[config.mk]
export PLATFORM = sky130hd
export DESIGN_NAME = neuron_act
export DESIGN_NICKNAME = d
export VERILOG_FILES = /design/src/rtl/neuron_pkg.sv /design/src/rtl/neuron_act_fn.sv /design/src/rtl/neuron_act.sv
export SDC_FILE = /design/constraint.sdc
export NUM_CORES = 1
export LEC_CHECK = 0
export CORE_MARGIN = 4
export CORE_UTILIZATION = 42
export CTS_CLUSTER_SIZE = 40
export DETAILED_ROUTE_END_ITERATION = 10
export GPL_TIMING_DRIVEN = 0
export PLACE_DENSITY = 0.82
export SYNTH_ARGS = -nofsm -noshare
export SYNTH_HDL_FRONTEND = slang
export SYNTH_SLANG_ARGS = --single-unit
[constraint.sdc]
create_clock -name clk -period 1.4 [get_ports clk]
set_input_delay 0.14 -clock clk [delete_from_list [all_inputs] [get_ports clk]]
set_output_delay 0.14 -clock clk [all_outputs]
set_load 0.01 [all_outputs]
[src/rtl/neuron_pkg.sv]
// Shared types and Q-format helpers for the neuron activation stage.
package neuron_pkg;

  typedef enum logic [2:0] {
    StIdle,
    StClr,
    StAccum,
    StDrain,
    StOut
  } state_e;

  localparam int unsigned ACT_RELU = 0;
  localparam int unsigned ACT_HSIG = 1;

  function automatic int unsigned q_one(input int unsigned frac);
    return 32'd1 << frac;
  endfunction

  function automatic int unsigned q_half(input int unsigned frac);
    return 32'd1 << (frac - 1);
  endfunction

  function automatic int unsigned q_two(input int unsigned frac);
    return 32'd2 << frac;
  endfunction

endpackage

[src/rtl/neuron_act_fn.sv]
// Combinational activation on a sign-magnitude value: ReLU or hard sigmoid.
module neuron_act_fn
  import neuron_pkg::*;
#(
  parameter int unsigned WIDTH = 16,
  parameter int unsigned FRAC  = 10,
  parameter int unsigned ACT   = ACT_HSIG
) (
  input  logic [WIDTH-1:0] sum,
  output logic [WIDTH-1:0] act
);

  localparam int unsigned MW = WIDTH - 1;
  localparam logic [MW-1:0] ONE  = MW'(q_one(FRAC));
  localparam logic [MW-1:0] HALF = MW'(q_half(FRAC));
  localparam logic [MW-1:0] TWO  = MW'(q_two(FRAC));

  logic          s;
  logic [MW-1:0] m;
  logic [MW-1:0] quarter;
  logic [MW-1:0] relu_val;
  logic [MW-1:0] hsig_val;

  assign s       = sum[WIDTH-1];
  assign m       = sum[WIDTH-2:0];
  assign quarter = m >> 2;

  always_comb begin
    relu_val = (s || (m == '0)) ? '0 : m;
    // Negative zero gives HALF - 0, the same as positive zero.
    if (m >= TWO) begin
      hsig_val = s ? '0 : ONE;
    end else begin
      hsig_val = s ? (HALF - quarter) : (HALF + quarter);
    end
    act = {1'b0, (ACT == ACT_RELU) ? relu_val : hsig_val};
  end

endmodule

[src/rtl/neuron_act.sv]
// Neuron pass sequencer: clears the MAC, admits N terms, drains, activates and outputs.
module neuron_act
  import neuron_pkg::*;
#(
  parameter int unsigned N        = 8,
  parameter int unsigned WIDTH    = 16,
  parameter int unsigned INT_BITS = 6,
  parameter int unsigned FRAC     = 10,
  parameter int unsigned MAC_LAT  = 1,
  parameter int unsigned CLR_CYC  = 1,
  parameter int unsigned ACT      = ACT_HSIG
) (
  input  logic             clk,
  input  logic             reset,
  input  logic             start,
  input  logic             in_valid,
  output logic             in_ready,
  output logic             mac_clr,
  input  logic [WIDTH-1:0] sum,
  output logic             busy,
  output logic             out_valid,
  input  logic             out_ready,
  output logic [WIDTH-1:0] out_data
);

  localparam int unsigned CNTW = $clog2(N + 1);
  localparam int unsigned CMAX = (CLR_CYC > MAC_LAT) ? CLR_CYC : MAC_LAT;
  localparam int unsigned CW   = (CMAX > 1) ? $clog2(CMAX) : 1;

  localparam logic [CNTW-1:0] N_LAST   = CNTW'(N - 1);
  localparam logic [CW-1:0]   CLR_LAST = CW'(CLR_CYC - 1);
  localparam logic [CW-1:0]   LAT_LAST = CW'(MAC_LAT - 1);

  if (INT_BITS + FRAC != WIDTH) begin : g_fmt_check
    $error("neuron_act: INT_BITS + FRAC must equal WIDTH");
  end

  state_e           state;
  logic [CNTW-1:0]  count;
  logic [CW-1:0]    cyc;
  logic [WIDTH-1:0] act_val;

  neuron_act_fn #(
    .WIDTH (WIDTH),
    .FRAC  (FRAC),
    .ACT   (ACT)
  ) u_act_fn (
    .sum (sum),
    .act (act_val)
  );

  assign in_ready = (state == StAccum);
  assign busy     = (state != StIdle);

  always_ff @(posedge clk or negedge reset) begin
    if (!reset) begin
      state     <= StIdle;
      count     <= '0;
      cyc       <= '0;
      mac_clr   <= 1'b0;
      out_valid <= 1'b0;
      out_data  <= '0;
    end else begin
      unique case (state)
        StIdle: begin
          if (start) begin
            state   <= StClr;
            mac_clr <= 1'b1;
            cyc     <= '0;
            count   <= '0;
          end
        end
        StClr: begin
          if (cyc == CLR_LAST) begin
            state   <= StAccum;
            mac_clr <= 1'b0;
          end else begin
            cyc <= cyc + 1'b1;
          end
        end
        StAccum: begin
          if (in_valid && in_ready) begin
            count <= count + 1'b1;
            if (count == N_LAST) begin
              state <= StDrain;
              cyc   <= '0;
            end
          end
        end
        StDrain: begin
          // Sum is final on the last drain cycle; capture and present together.
          if (cyc == LAT_LAST) begin
            out_data  <= act_val;
            out_valid <= 1'b1;
            state     <= StOut;
          end else begin
            cyc <= cyc + 1'b1;
          end
        end
        StOut: begin
          if (out_ready) begin
            out_valid <= 1'b0;
            state     <= StIdle;
          end
        end
        default: state <= StIdle;
      endcase
    end
  end

endmodule
Word-level counts from Yosys, hierarchy flattened
Cells that the tools add are included.
- equality and inequality tests: 11
- order comparisons: 1
- add/sub/neg operators: 4
- multiplexer cells: 24
- bitwise gates (word level): 1
- reduce and logical (&&, ||, !) cells: 14
- operator list (kind ; number):
    15-bit two-way mux ; 2
    3-bit two-way mux ; 6
    15-bit by 12-bit greater-or-equal comparator with 1-bit output (second input constant) ; 1
    3-bit case mux with 5 select lines ; 1
    10-bit by 13-bit adder with 14-bit output (first input constant) ; 1
    10-bit by 13-bit subtractor with 14-bit output (first input constant) ; 1
    11-bit two-way mux ; 1
    3-bit AND reduction ; 3
    1-bit two-way mux ; 8
    4-bit two-way mux ; 2
    2-bit inequality test (second input constant) ; 4
    4-bit case mux with 2 select lines ; 1
    3-bit by 2-bit equality test with 1-bit output (second input constant) ; 2
    6-bit AND reduction ; 1
    2-bit nonzero test ; 3
    3-bit nonzero test ; 2
    4-bit by 1-bit adder with 4-bit output (second input constant) ; 1
    4-bit by 3-bit equality test with 1-bit output (second input constant) ; 1
    2-bit by 1-bit inequality test with 1-bit output (second input constant) ; 2
    1-bit case mux with 2 select lines ; 2
    4-bit AND reduction ; 1
    3-bit by 1-bit equality test with 1-bit output (second input constant) ; 1
    3-bit equality test (second input constant) ; 1
    3-bit logical NOT ; 1
    6 further kinds ; 6
- bits in registers: 25
- output and inout port bits: 20
- logic and storage cells: 61
- input port bits: 21

Depth between registers and ports, before layout
- word-level depth: 4
- gate-level depth with buffers: 6
- mapped depth without buffers: 6

Hierarchy
A second synthesis with hierarchy kept.
- cell total of the unflattened synthesis: 147
- area, all modules: 1545.2 um2
- modules (own cells, without submodules) (module ; cells each ; area an instance (um2) ; instances ; seq. area each (um2)):
    neuron_act ; 81 ; 1086.0 ; 1 ; 625.6
    neuron_act_fn ; 66 ; 459.2 ; 1 ; 0.0

Least setup slack after synthesis
OpenSTA, ideal clock, no wires.
- path kind: flip-flop to flip-flop
- from: register state[1]
- to: register count[0]
- clock period less this slack: 1.429 ns
- setup time: 0.125 ns
- arrival time: 1.305 ns
- data required time: 1.275 ns
- cell stages (with the launch flop): 5
- buffers on the path: 1
- path slack: -0.029 ns
- cells stage by stage: dfrtp_1 clkbuf_1 nor4b_1 nor2_1 mux2_2
- cells in the longest elaborated chain, start to end: 4
- elaborated cells on any way between the ends: 8
- those cells by class: eq/ne: 3; mux: 1; reduce/logical: 4
- RTL lines (what ; line ; text):
    start, declared ; neuron_act.sv:38 ; state_e state;
    start signal, assigned ; neuron_act.sv:57 ; state <= StIdle;
    start signal, assigned ; neuron_act.sv:67 ; state <= StClr;
    start signal, assigned ; neuron_act.sv:75 ; state <= StAccum;
    3-bit by 2-bit equality test with 1-bit output ; neuron_act.sv:52, neuron_act.sv:64 ;
    1-bit logical AND ; neuron_act.sv:82 ; if (in_valid && in_ready) begin
    2-bit by 1-bit inequality test with 1-bit output (no line) ; - ;
    3-bit AND reduction (no line) ; - ;
    end signal, assigned ; neuron_act.sv:83 ; count <= count + 1'b1;
    end, declared ; neuron_act.sv:39 ; logic [CNTW-1:0] count;
Parallel ways exist; a longest one is shown, timed or not.
A chain may end at the register's enable or synchronous reset.

Worst setup path in the final report
- from: register state[2]
- to: register out_data[10]
- cells in the longest elaborated chain, start to end: 2
- RTL lines (what ; line ; text):
    3-bit by 2-bit equality test with 1-bit output ; neuron_act.sv:64 ; unique case (state)
    2-bit AND reduction (no line) ; - ;
    end signal, assigned ; neuron_act.sv:93 ; out_data <= act_val;
    end, declared ; neuron_act.sv:23 ; output logic [WIDTH-1:0] out_data
Every way passes these cells.

==> flow_summary_export.csv <==
group,metric,value,unit
cells_and_area,flow.area_growth_from_synthesis,71.8,%
yosys,part_of_the_yosys_area_used_for_sequential_elements,43.6,%
critical_path,cp-start-kind,"flip-flop",
timing,least_margin_pin_slew,1.07,ns
floorplan,floorplan.core_area,0.00310,mm2
critical_path,critPathKind,"flip-flop to flip-flop",
yosys,synth.mux.area_fraction,2.27,%
timing,post-route-period-util,108,%
place,gp_routability_congestion,0.916,
floorplan,die-area,0.00426,mm2
grt,grt_antenna_before_repair,0,
grt,grt_start_max_net_pins,25,
power_and_ir_drop,internal_power,2.28,mW
critical_path,regToRegStartpoint,"state[2]$_DFFE_PN0P_",
power_and_ir_drop,clock_power_share,10.0,%
worst_hold_path,min_from,"sum[2]",
power_and_ir_drop,switching_share_of_power,36.5,%
cells_and_area,nets,239,
critical_path,critPathLaunch,"state[2]$_DFFE_PN0P_",
critical_path,critPathCaptureType,"flip-flop",
yosys,synth_edf_count,0,
status,violations,"negative setup slack",
grt,first_global_vias,1580,
clock_tree,clock_sinks,24,
timing,setup-violations-final,19,
cells_and_area,ant_diodes,0,
drt,drt_pre_antenna_iters,6,
cells_and_area,drive_above_1_share,37.4,%
place,placement.io_buffers,39,
drt,ant_nets,0,
yosys,mappedNetlistArea,0.00138,mm2
yosys,synth_cells,144,
yosys,synth_top_family_by_area,"simple AND/OR/NAND/NOR gates",
grt,grt_usage,20.7,%
timing,finClkSkew,0.00113,ns
yosys,async_flop_share,100,%
clock_tree,cts_made_buffers,3,
drt,detail_route.drc_violations,0,
drt,first_iter_violations,90,
critical_path,crit_required,1.60,ns
power_and_ir_drop,design_power_total,3.59,mW
drt,via_count,1407,
timing,min_period,1.51,ns
drt,routedWlPerCell,17.4,um
yosys,synth_area_per_cell,9.58,um2
floorplan,num_rows,20,
clock_tree,cts_max_path_buffers,2,
worst_hold_path,hold_path_class,"input port to flip-flop",
grt,grt_pass1_wl,6980,um
power_and_ir_drop,vdd_ir_drop_max,0.000671,V
run,maxCapViolCount,0,
timing,finalHoldViolCount,0,
power_and_ir_drop,switchingPower,1.31,mW
grt,globalRoute.totalOverflow,0,
clock_tree,insertion_delay,0.31,ns
critical_path,arrival,1.71,ns
drt,finalWirelength,4430,um
clock_tree,cts.root.buffer_cell,"sky130_fd_sc_hd__clkbuf_4",
yosys,yosys.cell_types.count,37,
clock_tree,hold_buffers,0,
cells_and_area,layout.core_utilization,76.3,%
cells_and_area,layout_commonest_cell,"sky130_fd_sc_hd__dfrtp_1",
floorplan,ioPinCount,41,
place,pre_cts_ws,-0.786,ns
floorplan,die_h,65.3,um
timing,totalNegativeSetupSlack,-1.15,ns
critical_path,critical_path_peak_fanout,6,
yosys,synth_fp_nets,171,
power_and_ir_drop,power_frac_comb,58.2,%
cells_and_area,mostFrequentLayoutCells,"sky130_fd_sc_hd__dfrtp_1, sky130_fd_sc_hd__clkdlybuf4s50_1, sky130_fd_sc_hd__buf_4",
yosys,synth_compound_gate_area_share,15.2,%
clock_tree,cts_tree,"built",
timing,rsz0062_at_grt,"true",
power_and_ir_drop,pwr-share-seq,31.8,%
floorplan,die_x,65.3,um
clock_tree,clk_pin_slew,0.12,ns
drt,route.detailed.vias_per_inst,5.52,
clock_tree,cts_htree_levels,1,
power_and_ir_drop,power_per_cell_area,1520,mW/mm2
power_and_ir_drop,static-leakage-power,1.17,nW
timing,maxSlewHeadroom,28.6,%
yosys,synth-adder-area-share,5.44,%
floorplan,initial_core_util,44.4,%
cells_and_area,final.fill_count,218,
timing,final.setup.worst_slack,-0.112,ns
yosys,synth.yosys.warnings,0,
timing,fmaxAchievable,661,MHz
yosys,ys_ff_latch,24,
yosys,yosys_most_used_dff,"sky130_fd_sc_hd__dfrtp_1",
timing,finalMaxSlewViolations,0,
yosys,post_synth_xor_area_fraction,7.62,%
yosys,post_synth_and_or_nand_nor_area_fraction,22.1,%
place,detailed_place_hpwl,2610,um
status,outcome,"complete, but fails checks",
power by group through the flow:
stage | combinational (mW) | sequential (mW) | clock, mW
2_1_floorplan | 0.598 | 1.19 | 0
3_3_place_gp | 1.34 | 1.10 | 0
3_5_place_dp | 1.39 | 1.12 | 0
4_1_cts | 1.68 | 1.14 | 0.362
5_1_grt | 2.24 | 1.17 | 0.395
6_report | 2.09 | 1.14 | 0.361
what timing repair did:
action	4_1_cts	5_1_grt
gates cloned	2	0
setup endpoints to repair	22	33
endpoints found under the hold margin	0	0
buffers inserted	14	14
gates resized for setup	62	41
pin swaps	12	16
kinds of logic after synthesis:
family	after synthesis
other	1
and+or+nand+nor	58
AOI/OAI and AO/OA	28
DFF	24
adders and majority gates	6
muxes	3
xor gates and xnor gates	12
buffers and inverters	12
path summary, 6_finish.rpt:
path,slack [ns],endpoint,cells after the start
max,-0.11,out_data[10]$_DFFE_PN0P_,8
min,0.31,out_data[0]$_DFFE_PN0P_,3
max reg2reg,-0.11,out_data[10]$_DFFE_PN0P_,8
min reg2reg,0.50,out_data[5]$_DFFE_PN0P_,2
max in group asynchronous,0.30,state[1]$_DFFE_PN0P_,1
min in group asynchronous,0.39,count[2]$_DFFE_PN0P_,1
worst max-delay path: stages (launching register included):
cell and delay (ns):
sky130_fd_sc_hd__dfrtp_2 0.44, sky130_fd_sc_hd__buf_6 0.12, sky130_fd_sc_hd__buf_6 0.11, sky130_fd_sc_hd__nand3b_1 0.15, sky130_fd_sc_hd__buf_6 0.15, sky130_fd_sc_hd__buf_12 0.12, sky130_fd_sc_hd__buf_8 0.13, sky130_fd_sc_hd__nand2_1 0.07
sky130_fd_sc_hd__o211ai_1 0.09
synthesized netlist by cell type, drive strengths merged, types with 2 or more instances:
library cell  count  share of area (%)
buf               2               0.82
o31ai             8                4.4
nor2b             3                1.4
ha                6                5.4
o21ai             8                3.2
nor2              7                1.9
dfrtp            24                 44
or3               2               0.91
clkbuf            5                1.4
nand2            24                6.5
nor4b             3                1.9
xnor2             4                2.5
nor3b             2                1.1
nor3              3                1.1
nor4              2               0.91
mux2i             2                1.5
o41ai             2                2.6
nand3             3                1.1
nand3b            2                1.1
a21oi             5                1.8
inv               5                1.4
xor2              8                5.1
nand2b            3                1.4
flip-flops by register name, summed over array words and instances, names as in the netlist:
register,cells
out_data,15
count,4
state,3
mac_clr,1
out_valid,1
per-stage QoR:
stage	area [um2]	hold slack [ns]	std cells
after floorplan	1380	-0.156	144
after global placement	1830	0.457	227
after detailed placement	1830	0.472	227
after CTS	2130	0.267	244
after global routing	2370	0.308	255
final	2370	0.306	255
area by class of cell:
type	instances	area [um2]	area share (%)
multi-input combinational	108	963	40.7
timing repair buffer	66	647	27.3
sequential	24	604	25.5
tap	44	55.1	2.32
buffer	4	43.8	1.85
clock buffer	4	36.3	1.53
inverter	5	18.8	0.792
routing by layer:
metal  routed length [um]  global-route usage [%]  up-vias
li1                     -                       -      649
met1                 1660                    21.2      683
met2                 2400                    39.3       60
met3                  206                    3.08       15
met4                  153                    12.2        0
met5                    0                       0        -
Power figures use the tool's default switching activity.
